<file path="src/rtl/title_pkg.sv">
// Shared types and constants for the title-screen logo path.
package title_pkg;

  localparam int COORD_W  = 11;
  localparam int SCREEN_W = 640;
  localparam int SCREEN_H = 480;

  typedef enum logic [1:0] {
    IDLE  = 2'd0,
    SLIDE = 2'd1,
    HOLD  = 2'd2,
    BLINK = 2'd3
  } title_state_t;

endpackage

</file>
<file path="src/rtl/rect_offset_gen.sv">
// Registered rectangle hit test and offset generator.
// One clk of latency from pixelX/pixelY to InsideRectangle/offsetX/offsetY.
// Reusable for any fixed-size box (logo, ball, player, score).
module rect_offset_gen
  import title_pkg::*;
#(
  parameter int OBJECT_WIDTH_X  = 60,
  parameter int OBJECT_HEIGHT_Y = 20
) (
  input  logic               clk,
  input  logic               resetN,
  input  logic [COORD_W-1:0] pixelX,
  input  logic [COORD_W-1:0] pixelY,
  input  logic [COORD_W-1:0] topLeftX,
  input  logic [COORD_W-1:0] topLeftY,
  input  logic               visible,
  output logic [COORD_W-1:0] offsetX,
  output logic [COORD_W-1:0] offsetY,
  output logic               InsideRectangle
);

  // Bounds are widened by one bit so right/bottom edges near the top of
  // the coordinate range cannot wrap.
  logic [COORD_W:0]   px_p0, py_p0, x_lo_p0, x_hi_p0, y_lo_p0, y_hi_p0;
  logic               inside_p0;
  logic [COORD_W-1:0] offx_p0, offy_p0;

  logic               inside_p1;
  logic [COORD_W-1:0] offx_p1, offy_p1;

  // Stage p0: combinational hit test against the current top-left corner.
  always_comb begin
    px_p0     = {1'b0, pixelX};
    py_p0     = {1'b0, pixelY};
    x_lo_p0   = {1'b0, topLeftX};
    y_lo_p0   = {1'b0, topLeftY};
    x_hi_p0   = x_lo_p0 + (COORD_W+1)'(OBJECT_WIDTH_X);
    y_hi_p0   = y_lo_p0 + (COORD_W+1)'(OBJECT_HEIGHT_Y);
    inside_p0 = visible &&
                (px_p0 >= x_lo_p0) && (px_p0 < x_hi_p0) &&
                (py_p0 >= y_lo_p0) && (py_p0 < y_hi_p0);
    offx_p0   = '0;
    offy_p0   = '0;
    if (inside_p0) begin
      offx_p0 = pixelX - topLeftX;
      offy_p0 = pixelY - topLeftY;
    end
  end

  // Stage p1: register the hit and offsets; cleared so a reset frame draws nothing.
  always_ff @(posedge clk or negedge resetN) begin
    if (!resetN) begin
      inside_p1 <= 1'b0;
      offx_p1   <= '0;
      offy_p1   <= '0;
    end else begin
      inside_p1 <= inside_p0;
      offx_p1   <= offx_p0;
      offy_p1   <= offy_p0;
    end
  end

  assign InsideRectangle = inside_p1;
  assign offsetX         = offx_p1;
  assign offsetY         = offy_p1;

endmodule

</file>
<file path="src/rtl/title_rect_animator.sv">
// Title logo animator: slides the logo from START_Y down to REST_Y, holds it
// for HOLD_FRAMES, then (when TITLE_BLINK_EN is defined) blinks it with a
// BLINK_HALF-frame half-period. Without TITLE_BLINK_EN the logo stays in
// HOLD and visible indefinitely. All animation steps on startOfFrame;
// enable=0 drops back to IDLE on the next edge.
module title_rect_animator
  import title_pkg::*;
#(
  parameter int OBJECT_WIDTH_X  = 60,
  parameter int OBJECT_HEIGHT_Y = 20,
  parameter int REST_X          = 290,
  parameter int START_Y         = 0,
  parameter int REST_Y          = 200,
  parameter int SPEED           = 2,
  parameter int HOLD_FRAMES     = 60,
  parameter int BLINK_HALF      = 15
) (
  input  logic               clk,
  input  logic               resetN,
  input  logic               startOfFrame,
  input  logic               enable,
  input  logic               skip,
  input  logic [COORD_W-1:0] pixelX,
  input  logic [COORD_W-1:0] pixelY,
  output logic [COORD_W-1:0] offsetX,
  output logic [COORD_W-1:0] offsetY,
  output logic               InsideRectangle,
  output logic               animDone,
  output logic [COORD_W-1:0] topLeftY
);

  // One counter serves both the hold and blink periods.
  localparam int CNT_MAX = (HOLD_FRAMES > BLINK_HALF) ? HOLD_FRAMES : BLINK_HALF;
  localparam int CNT_W   = $clog2(CNT_MAX + 1);

  localparam logic [COORD_W-1:0] START_Y_C = COORD_W'(START_Y);
  localparam logic [COORD_W-1:0] REST_Y_C  = COORD_W'(REST_Y);
  localparam logic [COORD_W-1:0] REST_X_C  = COORD_W'(REST_X);
  localparam logic [COORD_W:0]   REST_Y_W  = (COORD_W+1)'(REST_Y);
  localparam logic [COORD_W:0]   SPEED_W   = (COORD_W+1)'(SPEED);

  title_state_t       state, state_nxt;
  logic [COORD_W-1:0] y_nxt;
  logic [CNT_W-1:0]   cnt, cnt_nxt;
  logic               visible, visible_nxt;
  logic [COORD_W:0]   y_sum;

  // Clamp a widened slide position to the rest row so the logo never overshoots.
  function automatic logic [COORD_W-1:0] sat_rest(input logic [COORD_W:0] sum);
    if (sum >= REST_Y_W) sat_rest = REST_Y_C;
    else                 sat_rest = sum[COORD_W-1:0];
  endfunction

  // Animation state, position, frame counter and visibility registers.
  always_ff @(posedge clk or negedge resetN) begin
    if (!resetN) begin
      state    <= IDLE;
      topLeftY <= START_Y_C;
      cnt      <= '0;
      visible  <= 1'b0;
    end else begin
      state    <= state_nxt;
      topLeftY <= y_nxt;
      cnt      <= cnt_nxt;
      visible  <= visible_nxt;
    end
  end

  // Next-state logic: enable=0 wins over everything, skip wins over a slide step.
  always_comb begin
    state_nxt   = state;
    y_nxt       = topLeftY;
    cnt_nxt     = cnt;
    visible_nxt = visible;
    y_sum       = {1'b0, topLeftY} + SPEED_W;
    if (!enable) begin
      state_nxt   = IDLE;
      cnt_nxt     = '0;
      visible_nxt = 1'b0;
    end else if (startOfFrame) begin
      unique case (state)
        IDLE: begin
          state_nxt   = SLIDE;
          y_nxt       = START_Y_C;
          cnt_nxt     = '0;
          visible_nxt = 1'b1;
        end
        SLIDE: begin
          visible_nxt = 1'b1;
          if (skip || (y_sum >= REST_Y_W)) begin
            state_nxt = HOLD;
            y_nxt     = REST_Y_C;
            cnt_nxt   = '0;
          end else begin
            y_nxt = sat_rest(y_sum);
          end
        end
        HOLD: begin
          visible_nxt = 1'b1;
          if (cnt == CNT_W'(HOLD_FRAMES - 1)) begin
`ifdef TITLE_BLINK_EN
            state_nxt = BLINK;
            cnt_nxt   = '0;
`else
            cnt_nxt   = cnt;
`endif
          end else begin
            cnt_nxt = cnt + 1'b1;
          end
        end
        BLINK: begin
`ifdef TITLE_BLINK_EN
          if (cnt == CNT_W'(BLINK_HALF - 1)) begin
            cnt_nxt     = '0;
            visible_nxt = ~visible;
          end else begin
            cnt_nxt = cnt + 1'b1;
          end
`else
          state_nxt   = HOLD;
          visible_nxt = 1'b1;
`endif
        end
        default: state_nxt = IDLE;
      endcase
    end
  end

  assign animDone = (state == HOLD) || (state == BLINK);

  rect_offset_gen #(
    .OBJECT_WIDTH_X (OBJECT_WIDTH_X),
    .OBJECT_HEIGHT_Y(OBJECT_HEIGHT_Y)
  ) u_rect (
    .clk            (clk),
    .resetN         (resetN),
    .pixelX         (pixelX),
    .pixelY         (pixelY),
    .topLeftX       (REST_X_C),
    .topLeftY       (topLeftY),
    .visible        (visible),
    .offsetX        (offsetX),
    .offsetY        (offsetY),
    .InsideRectangle(InsideRectangle)
  );

endmodule
</file>
<file path="config.mk">
export PLATFORM = sky130hd
export DESIGN_NAME = title_rect_animator
export DESIGN_NICKNAME = d
export VERILOG_FILES = /design/src/rtl/title_pkg.sv /design/src/rtl/rect_offset_gen.sv /design/src/rtl/title_rect_animator.sv
export SDC_FILE = /design/constraint.sdc
export NUM_CORES = 1
export LEC_CHECK = 0
export CORE_MARGIN = 10
export CORE_UTILIZATION = 38
export DETAILED_ROUTE_END_ITERATION = 8
export SETUP_SLACK_MARGIN = 0.05
export SYNTH_ARGS = -nofsm -noshare
export SYNTH_HDL_FRONTEND = slang
export SYNTH_SLANG_ARGS = --single-unit
</file>
<file path="constraint.sdc">
create_clock -name clk -period 6.7 [get_ports clk]
set_input_delay 0.67 -clock clk [delete_from_list [all_inputs] [get_ports clk]]
set_output_delay 0.67 -clock clk [all_outputs]
set_load 0.005 [all_outputs]
</file>
=== Word-level counts from Yosys, hierarchy flattened ===
Index checks and enable logic that the tools add are counted.
W data, S select, Z words.

* Bits in registers: 37
* Bits in latches: 0
* Bits in writable memories: 0
* ROM bits: 0
* Bits of input ports: 27
* Memories kept: 0

* Add/subtract/negate cells: 4
* Multipliers: 0
* Divide/modulo/power cells: 0
* Magnitude comparators: 5
* Equal/unequal tests: 6
* Shift-type cells: 0
* Multiplexer cells: 12
* Bitwise gates (word level): 0
* Reductions and logical operators: 11

{| class="wikitable"
|+ Operator list
! operator !! number
|-
| $mux W11 || 4
|-
| $pmux W11 S2 || 1
|-
| $add A11 B2 Y12 const B || 1
|-
| $add A11 B5 Y12 const B || 1
|-
| $ge A12 B8 Y1 const B || 1
|-
| $lt A11 B12 Y1 || 1
|-
| $ge A11 B11 Y1 || 1
|-
| $ge A11 B9 Y1 const B || 1
|-
| $lt A11 B9 Y1 const B || 1
|-
| $sub A11 B11 Y11 || 1
|-
| $sub A11 B9 Y11 const B || 1
|-
| $mux W2 || 3
|-
| $pmux W2 S3 || 1
|-
| $reduce_and A3 Y1 || 2
|-
| $eq A2 B2 Y1 const B || 2
|-
| $logic_and A1 B1 Y1 || 4
|-
| $ne A4 B1 Y1 const B || 1
|-
| $reduce_or A4 Y1 || 1
|-
| $mux W1 || 3
|-
| $ne A3 B3 Y1 const B || 1
|-
| $eq A2 B1 Y1 const B || 1
|-
| $logic_not A2 Y1 || 1
|-
| $logic_or A1 B1 Y1 || 2
|-
| $ne A2 B2 Y1 const B || 1
|-
| $reduce_bool A2 Y1 || 1
|}

=== Longest topological paths before layout ===
Gate-level depths: netlist of the first run.

* Word-level depth: 7
* Gate-level depth with buffers: 13
* Depth with buffers taken out: 11

=== Cells and area by module ===
From an unflattened synthesis of the first run, not the netlist that was laid out.

* Cell total of the unflattened synthesis: 376
* Area total of the unflattened synthesis: 3342.0 µm²

{| class="wikitable"
|+ By module, submodules not included
! module !! instances !! cells an instance !! area an instance (µm²)
|-
| rect_offset_gen || 1 || 287 || 2518.7
|-
| title_rect_animator || 1 || 89 || 823.3
|}

=== Least setup slack after synthesis of the first run ===
No wires, ideal clock.

* Path type: input-to-reg
* From: input pixelY[2]
* To: register u_rect.offy_p1[6], in the netlist u_rect.offsetY[6]
* Library setup time: 0.132 ns
* Data arrival time: 2.467 ns
* Data required time: 6.568 ns
* Path slack: 4.102 ns
* Stages: 8
* Cell sequence: ha_1 > or3_1 > o22ai_1 > a21oi_1 > a311o_1 > nand4_1 > clkbuf_1 > nor2_1

* Word-level cells in the longest chain between the ends: 4
* Elaborated cells on any way between the ends: 6

{| class="wikitable"
|+ RTL lines
! element !! RTL line !! source
|-
| start: declaration || title_rect_animator.sv:24 || <nowiki>input logic [COORD_W-1:0] pixelY,</nowiki>
|-
| $ge A11 B11 Y1 || rect_offset_gen.sv:41 || <nowiki>(py_p0 >= y_lo_p0) && (py_p0 < y_hi_p0);</nowiki>
|-
| $logic_and A1 B1 Y1 || rect_offset_gen.sv:40 || <nowiki>(px_p0 >= x_lo_p0) && (px_p0 < x_hi_p0) &&</nowiki>
|-
| $logic_and A1 B1 Y1 || rect_offset_gen.sv:41 ||
|-
| $mux W11 (*) || rect_offset_gen.sv:44 || <nowiki>if (inside_p0) begin</nowiki>
|-
| via u_rect.offy_p0[6] || rect_offset_gen.sv:26 || <nowiki>logic [COORD_W-1:0] offx_p0, offy_p0;</nowiki>
|-
| end signal: assignment || rect_offset_gen.sv:59 || <nowiki>offy_p1 <= offy_p0;</nowiki>
|-
| end: declaration || rect_offset_gen.sv:29 || <nowiki>logic [COORD_W-1:0] offx_p1, offy_p1;</nowiki>
|}

The timed path passes the listed nets; every way through them passes the cells marked *.
A chain may end at the register's enable or synchronous reset.

=== Worst setup path after layout of the first run ===
* From: register topLeftY[3]
* To: register u_rect.offy_p1[10], in the netlist u_rect.offsetY[10]

* Word-level cells in the longest chain between the ends: 4
* Elaborated cells on any way between the ends: 7

{| class="wikitable"
|+ RTL lines
! element !! RTL line !! source
|-
| start: declaration || title_rect_animator.sv:29 || <nowiki>output logic [COORD_W-1:0] topLeftY</nowiki>
|-
| start signal: assignment || title_rect_animator.sv:63 || <nowiki>topLeftY <= y_nxt;</nowiki>
|-
| $add A11 B5 Y12 / $ge A11 B11 Y1 (equally long branches) || rect_offset_gen.sv:38, rect_offset_gen.sv:41 ||
|-
| $lt A11 B12 Y1 / $logic_and A1 B1 Y1 (equally long branches) || rect_offset_gen.sv:41, rect_offset_gen.sv:40 ||
|-
| $logic_and A1 B1 Y1 || rect_offset_gen.sv:41 ||
|-
| $mux W11 (*) || rect_offset_gen.sv:44 ||
|-
| via u_rect.offy_p0[10] || rect_offset_gen.sv:26 ||
|}

Marks and branches as above.

==> metrics.txt, run 1 <==
status=completed; Starting Density=38.8%; Die Wd=100 µm; # rows=29; Cell variety after synth=58; Crit Path Class=reg -> reg; routed via count=2115; Seq/Total Area, Yosys=36.7%; Synth top area share=36.7%; total gr overflow=0; Worst R2R Path Depth=10; largest net degree at the start of global routing=37; Synth warnings=0; FMAX=272 MHz; Clk pin slew, worst setup/hold paths=80 ps; final setup vio count=0; hold_buf cts=0; slowest stage delay, CP=770 ps; CP max stage cell=nand4_1; Final Hold Fails=0; most numerous cell in the Yosys netlist=dfrtp_1; Gate power share=23.0%; Detailed Routing Iterations Pass 1=4; vias in the first global route=2187; Nets=383; hpwl dp=4.85 mm; period utilization=between 50% and 60%; area occupied by multi-input gates=about 1400 µm²; CTS buffer count=5; r2r startpoint=topLeftY[3]; core area=around 6300 µm²; Netlist Area Pre-Place=2450 µm²; worst path cell trace=ha_1 > o21ai_0 > nor2_1 > nand3_1 > xnor2_1 > ha_1 > a2111o_1 > o21ai_0 > nand4_1 > a2111oi_0; WP data required=6850 ps; Commonest cells post-synth=36 x dfrtp_1, 35 x nor2_1, 24 x ha_1; FF/Latch Area=between 900 and 1000 µm²; Tmin final=3670 ps; global-route wire length before repair=around 10 mm; Tightest Pin Transition=roughly 930 ps; Max-Cap Viols=0; Syn Area/Cell=about 9.0 µm²; I/O pins=62; net switching share of the total power=between 20% and 30%; htree depth=2; Post-Syn Nets=324; Worst EP arrival=approximately 3800 ps; Pwr Density=173 nW/µm²; Final Instance Area=roughly 3200 µm²; GP Congestion=0.837; Final ANT Viol Nets=0; max-slew violations=0; Post CTS Setup Buffer Count=0; DIE AREA=roughly 10000 µm²; startpoint types=register; Primary FF master, synth=dfrtp_1; dominant cells by area after synthesis=dfrtp_1 37%, ha_1 12%, nor2_1 5.4%; Synth-to-Final Area Change=31.1%; Max Fanout on Critical Path=23; Avg WL per Cell=between 15 and 20 µm; post-detailed-route via-to-cell ratio=5.17; Port Buffers=60; clk_lat worst skew=~290 ps; share of cells above drive strength 1=6.93%; RSZ-0062 raised after global routing=false; clock power share=35.2%; ys async rst share=100%; wirelength, routed=6.23 mm; worst relative slew slack=between 30% and 40%; HP Class=in -> async; Placed Area=roughly 3100 µm²; Die Span Y=100 µm; #FFs+latches synth=36; Worst VDD drop=roughly 0.00011 V; r2r setup slk=about 3000 ps; Root Buffer=clkbuf_8; 1st-iter DRT viols=54; Remaining DRCs=0; total power=0.558 mW; CTS sink cnt=36; Worst Skew=7.46 ps; total track usage=12.3%; crit path from=topLeftY[3]; maximum clock path buffer count=2; initial antenna violation count=0; TritonCTS clock tree=done; switching power=0.162 mW; P_leak=1.38 nW; post-CTS sizing=0; Seq pwr share=41.8%; worst reg2reg endpoint=u_rect.offsetY[10]; Worst Setup End Kind=register; number of fill cells=639; Fin Setup TNS=0 ps; Post-synth EDFFs=0; number of antenna repair diodes=0; Cell Int Power=roughly 0.40 mW; post-synth top area cell=dfrtp_1; Synth Instances=between 200 and 300
## area by class of cell
type                            instances  area share (%)
Sequential cell                        36            28.0
Tap cell                               77            3.00
Inverter                               21            2.45
Timing Repair Buffer                   60            18.5
Clock buffer                            5            2.14
Clock inverter                          3            1.32
Multi-Input combinational cell        207            44.5
## power groups by stage
stage	logic [mW]	clock network, mW	registers, mW
finish	0.128	0.196	0.233
floorplan	0.0806	0	0.235
global route	0.147	0.209	0.235
global placement	0.129	0	0.237
detailed placement	0.129	0	0.237
CTS	0.130	0.201	0.233
## sequential cells by signal, summed over array words and instances (netlist names)
| name | cells |
|---|---|
| u_rect.offsetX | 11 |
| visible | 1 |
| topLeftY | 10 |
| u_rect.offsetY | 11 |
| state | 2 |
| u_rect.InsideRectangle | 1 |
## routing by layer
metal | up-vias | wire length (µm) | track usage [%]
li1 | 1082 | - | -
met1 | 971 | 2790 | 14.9
met2 | 58 | 2900 | 20.6
met3 | 4 | 502 | 4.60
met4 | 0 | 40 | 2.28
met5 | - | 0 | 0
## layout by cell type, fill, tap and decap left out, types with 2 or more instances in the layout
master and n:
a21oi_1 16, nor4_1 3, inv_2 3, a211oi_1 7, clkbuf_8 5, nand2_1 14
conb_1 2, ha_1 24, o31ai_1 3, o21ai_0 14, nor3_1 3, nor2b_1 3
o21a_1 6, inv_1 17, nand4_1 3, a21o_1 5, clkdlybuf4s50_1 59, a211o_1 2
dfrtp_1 36, xnor2_1 14, xor2_1 5, nand3_1 6, or4_1 3, nand2b_1 4
a31oi_1 3, nor2_1 35, nand2_2 2, o22ai_1 2, o311a_1 2
## critical path: cells and delay by family (launching register included)
kind            cells  cell delay, ps
compound gates      4            1330
flops               1             470
simple gates        3            1120
fa+ha+maj           2             490
xor+xnor            1             130
## cell families after synthesis
kind of cell	Yosys count	share of synthesized area, %
flops	36	36.7
fa+ha+maj	25	13.1
xor+xnor	19	6.79
buf+inv	29	4.90
other cells	2	0.306
simple gates	87	17.6
compound gates	74	20.6
## per-stage QoR
stage	setup WS, ps	cells	hold WS [ps]	util (%)
after floorplan	4100	272	374	-
after global placement	2970	401	517	49.1
after detailed placement	2880	401	530	49.1
after CTS	2960	409	512	50.9
after global routing	2510	409	548	50.9
final	3030	409	479	50.9
## how the worst max path moves through the flow
stage / end / slack [ps]
floorplan: u_rect.offsetY[6] / 4100
global placement: u_rect.offsetY[10] / 2970
detailed placement: u_rect.offsetY[10] / 2880
CTS: u_rect.offsetY[10] / 2960
global route: u_rect.offsetY[10] / 2510
finish: u_rect.offsetY[10] / 3030
Power figures use the tool's default switching activity.
==> inputs of run 2 (changes only) <==
Settings changed: PLACE_DENSITY from default to 0.67.
Clock period 6.7 ns to 3.3 ns, I/O delays scaled along.
==> run 2 against run 1 <==
Net effect: non-clock buffer count is 3 higher; largest power group unchanged; critical endpoint unchanged; total power increased by 100%; combinational power increased by 110%; highest routed layer unchanged; cell area increased by 0.70%; utilization increased by 0.36 points; final cell count rose by 0.73%; die area is the same; routed wire length increased by 2.6%; worst hold slack got worse by 360 ps; clock power is 100% higher; register-to-register slack worse by 2600 ps; largest cell class unchanged.
==> metrics.txt, run 2 (synthesis results as in run 1) <==
Avg WL per Cell=15.5 µm (was 15.2 µm); period utilization=87.0% (was 54.8%); startpoint types=register (unchanged); Levels on crit path=10 (unchanged); 1st-iter DRT viols=116 (was 54); Die Wd=100 µm (unchanged); # rows=29 (unchanged); Synth-to-Final Area Change=32.0% (was 31.1%); hpwl dp=4.96 mm (was 4.85 mm); FMAX=348 MHz (was 272 MHz); crit path buf inv count=1 (was 0); Max-Cap Viols=0 (unchanged); Final ANT Viol Nets=0 (unchanged); GP Congestion=0.849 (was 0.837); CP max stage cell=dfrtp_1 (was nand4_1); total gr overflow=0 (unchanged); TritonCTS clock tree=done (unchanged); Pwr Density=352 nW/µm² (was 173 nW/µm²); Worst EP arrival=3040 ps (was 3820 ps); CP delay by family, top=compound AO/OA/AOI/OAI gates (unchanged); worst path cell trace=ha_1 > o21ai_0 > xnor2_1 > ha_1 > a21o_1 > o311a_1 > o21ai_0 > nand4_1 > buf_4 > a2111oi_0 (was ha_1 > o21ai_0 > nor2_1 > nand3_1 > xnor2_1 > ha_1 > a2111o_1 > o21ai_0 > nand4_1 > a2111oi_0); Worst Setup End Kind=register (unchanged); Starting Density=38.8% (unchanged); htree depth=2 (unchanged); Placed Cells=404 (was 401); Post CTS Setup Buffer Count=0 (unchanged); Detailed Routing Iterations Pass 1=5 (was 4); maximum clock path buffer count=2 (unchanged); wirelength, routed=6.39 mm (was 6.23 mm); DIE AREA=10100 µm² (unchanged); dpl ws=422 ps (was 2880 ps); most common cell after layout, fill and taps aside=clkdlybuf4s50_1 (unchanged); Clk pin slew, worst setup/hold paths=80 ps (about the same); I/O pins=62 (unchanged); core area=6310 µm² (unchanged); final setup vio count=0 (unchanged); Root Buffer=clkbuf_8 (unchanged); Worst R2R Path Depth=10 (unchanged); number of antenna repair diodes=0 (unchanged); max-slew violations=0 (unchanged); hold_buf cts=0 (unchanged); r2r setup slk=430 ps (was 3030 ps); total track usage=12.9% (was 12.3%); r2r startpoint=topLeftY[2] (was topLeftY[3]); post-detailed-route via-to-cell ratio=5.26 (was 5.17); Nets=386 (was 383); Port Buffers=60 (unchanged); PnR worst setup slack=430 ps (was 3030 ps); worst reg2reg endpoint=u_rect.offsetY[10] (unchanged); clk_lat worst skew=300 ps (was 290 ps); Worst VDD drop=0.000261 V (was 0.000106 V); slowest stage delay, CP=440 ps (was 770 ps); Tightest Pin Transition=809 ps (was 933 ps); fin cells=412 (was 409); Crit Path Class=reg -> reg (unchanged); CTS buffer count=5 (unchanged); Max Fanout on Critical Path=8 (was 23); crit path from=topLeftY[2] (was topLeftY[3]); worst relative slew slack=46.0% (was 37.6%); status=completed (unchanged); Fin Setup TNS=0 ps (unchanged); vias in the first global route=2230 (was 2187); Final Hold Fails=0 (unchanged); share of cells above drive strength 1=7.76% (was 6.93%); global-route wire length before repair=10.7 mm (was 10.3 mm); P_leak=1.40 nW (was 1.38 nW); HP Class=in -> async (unchanged); CTS sink cnt=36 (unchanged); routed via count=2167 (was 2115); largest net degree at the start of global routing=37 (unchanged); post-CTS sizing=0 (unchanged); Worst Skew=11.1 ps (was 7.46 ps); WP data required=3470 ps (was 6850 ps); RSZ-0062 raised after global routing=false (unchanged); Die Span Y=100 µm (unchanged); CP endpoint=u_rect.offsetY[10] (unchanged); Remaining DRCs=0 (unchanged); initial antenna violation count=0 (unchanged); Tmin final=2870 ps (was 3670 ps); most frequent cells in the layout=59 x clkdlybuf4s50_1, 36 x dfrtp_1, 35 x nor2_1, 24 x ha_1, 17 x inv_1 (unchanged)
run 2: cell types whose count changed in the layout (fill, tap and decap cells not counted):
cell and delta:
buf_4 +3
run 2: worst min-delay path by stage:
stage          cells past startpoint    from  slack (ps)                      to
3_3_place_gp                       1  resetN         470  u_rect.InsideRectangle
3_5_place_dp                       1  resetN         480       u_rect.offsetY[0]
5_1_grt                            1  resetN         200       u_rect.offsetY[0]
6_report                           1  resetN         120       u_rect.offsetY[8]
2_1_floorplan                      0  resetN          30                state[0]
4_1_cts                            1  resetN         160       u_rect.offsetY[8]
run 2: through the flow:
step           hold slack (ps)  total power [mW]  util (%)  area [µm²]
2_1_floorplan             34.4             0.640         -        2450
3_3_place_gp               465             0.743      49.5        3130
3_5_place_dp               479             0.747      49.5        3130
4_1_cts                    157              1.15      51.3        3240
5_1_grt                    197              1.21      51.3        3240
6_report                   121              1.14      51.3        3240
run 2: final cells by class:
| class | count | area (µm²) |
|---|---|---|
| clock inverter | 3 | 42.5 |
| clock buffer | 5 | 68.8 |
| fill | 615 | 3080 |
| inverter | 21 | 78.8 |
| multi-input combinational | 207 | 1430 |
| sequential | 36 | 901 |
| tap | 77 | 96.3 |
| timing repair buffer | 63 | 618 |
run 2: metal layers:
metal / part of all wire, % / up-vias / global-route usage (%)
met4: 1.2 / 0 / 3.80
li1: - / 1094 / -
met3: 8.6 / 8 / 4.74
met5: 0 / - / 0
met2: 47 / 67 / 21.3
met1: 44 / 998 / 15.2
run 2: power breakdown:
| part | internal, mW | switching (mW) |
|---|---|---|
| clock | 0.224 | 0.177 |
| sequential | 0.452 | 0.0214 |
| combinational | 0.129 | 0.137 |
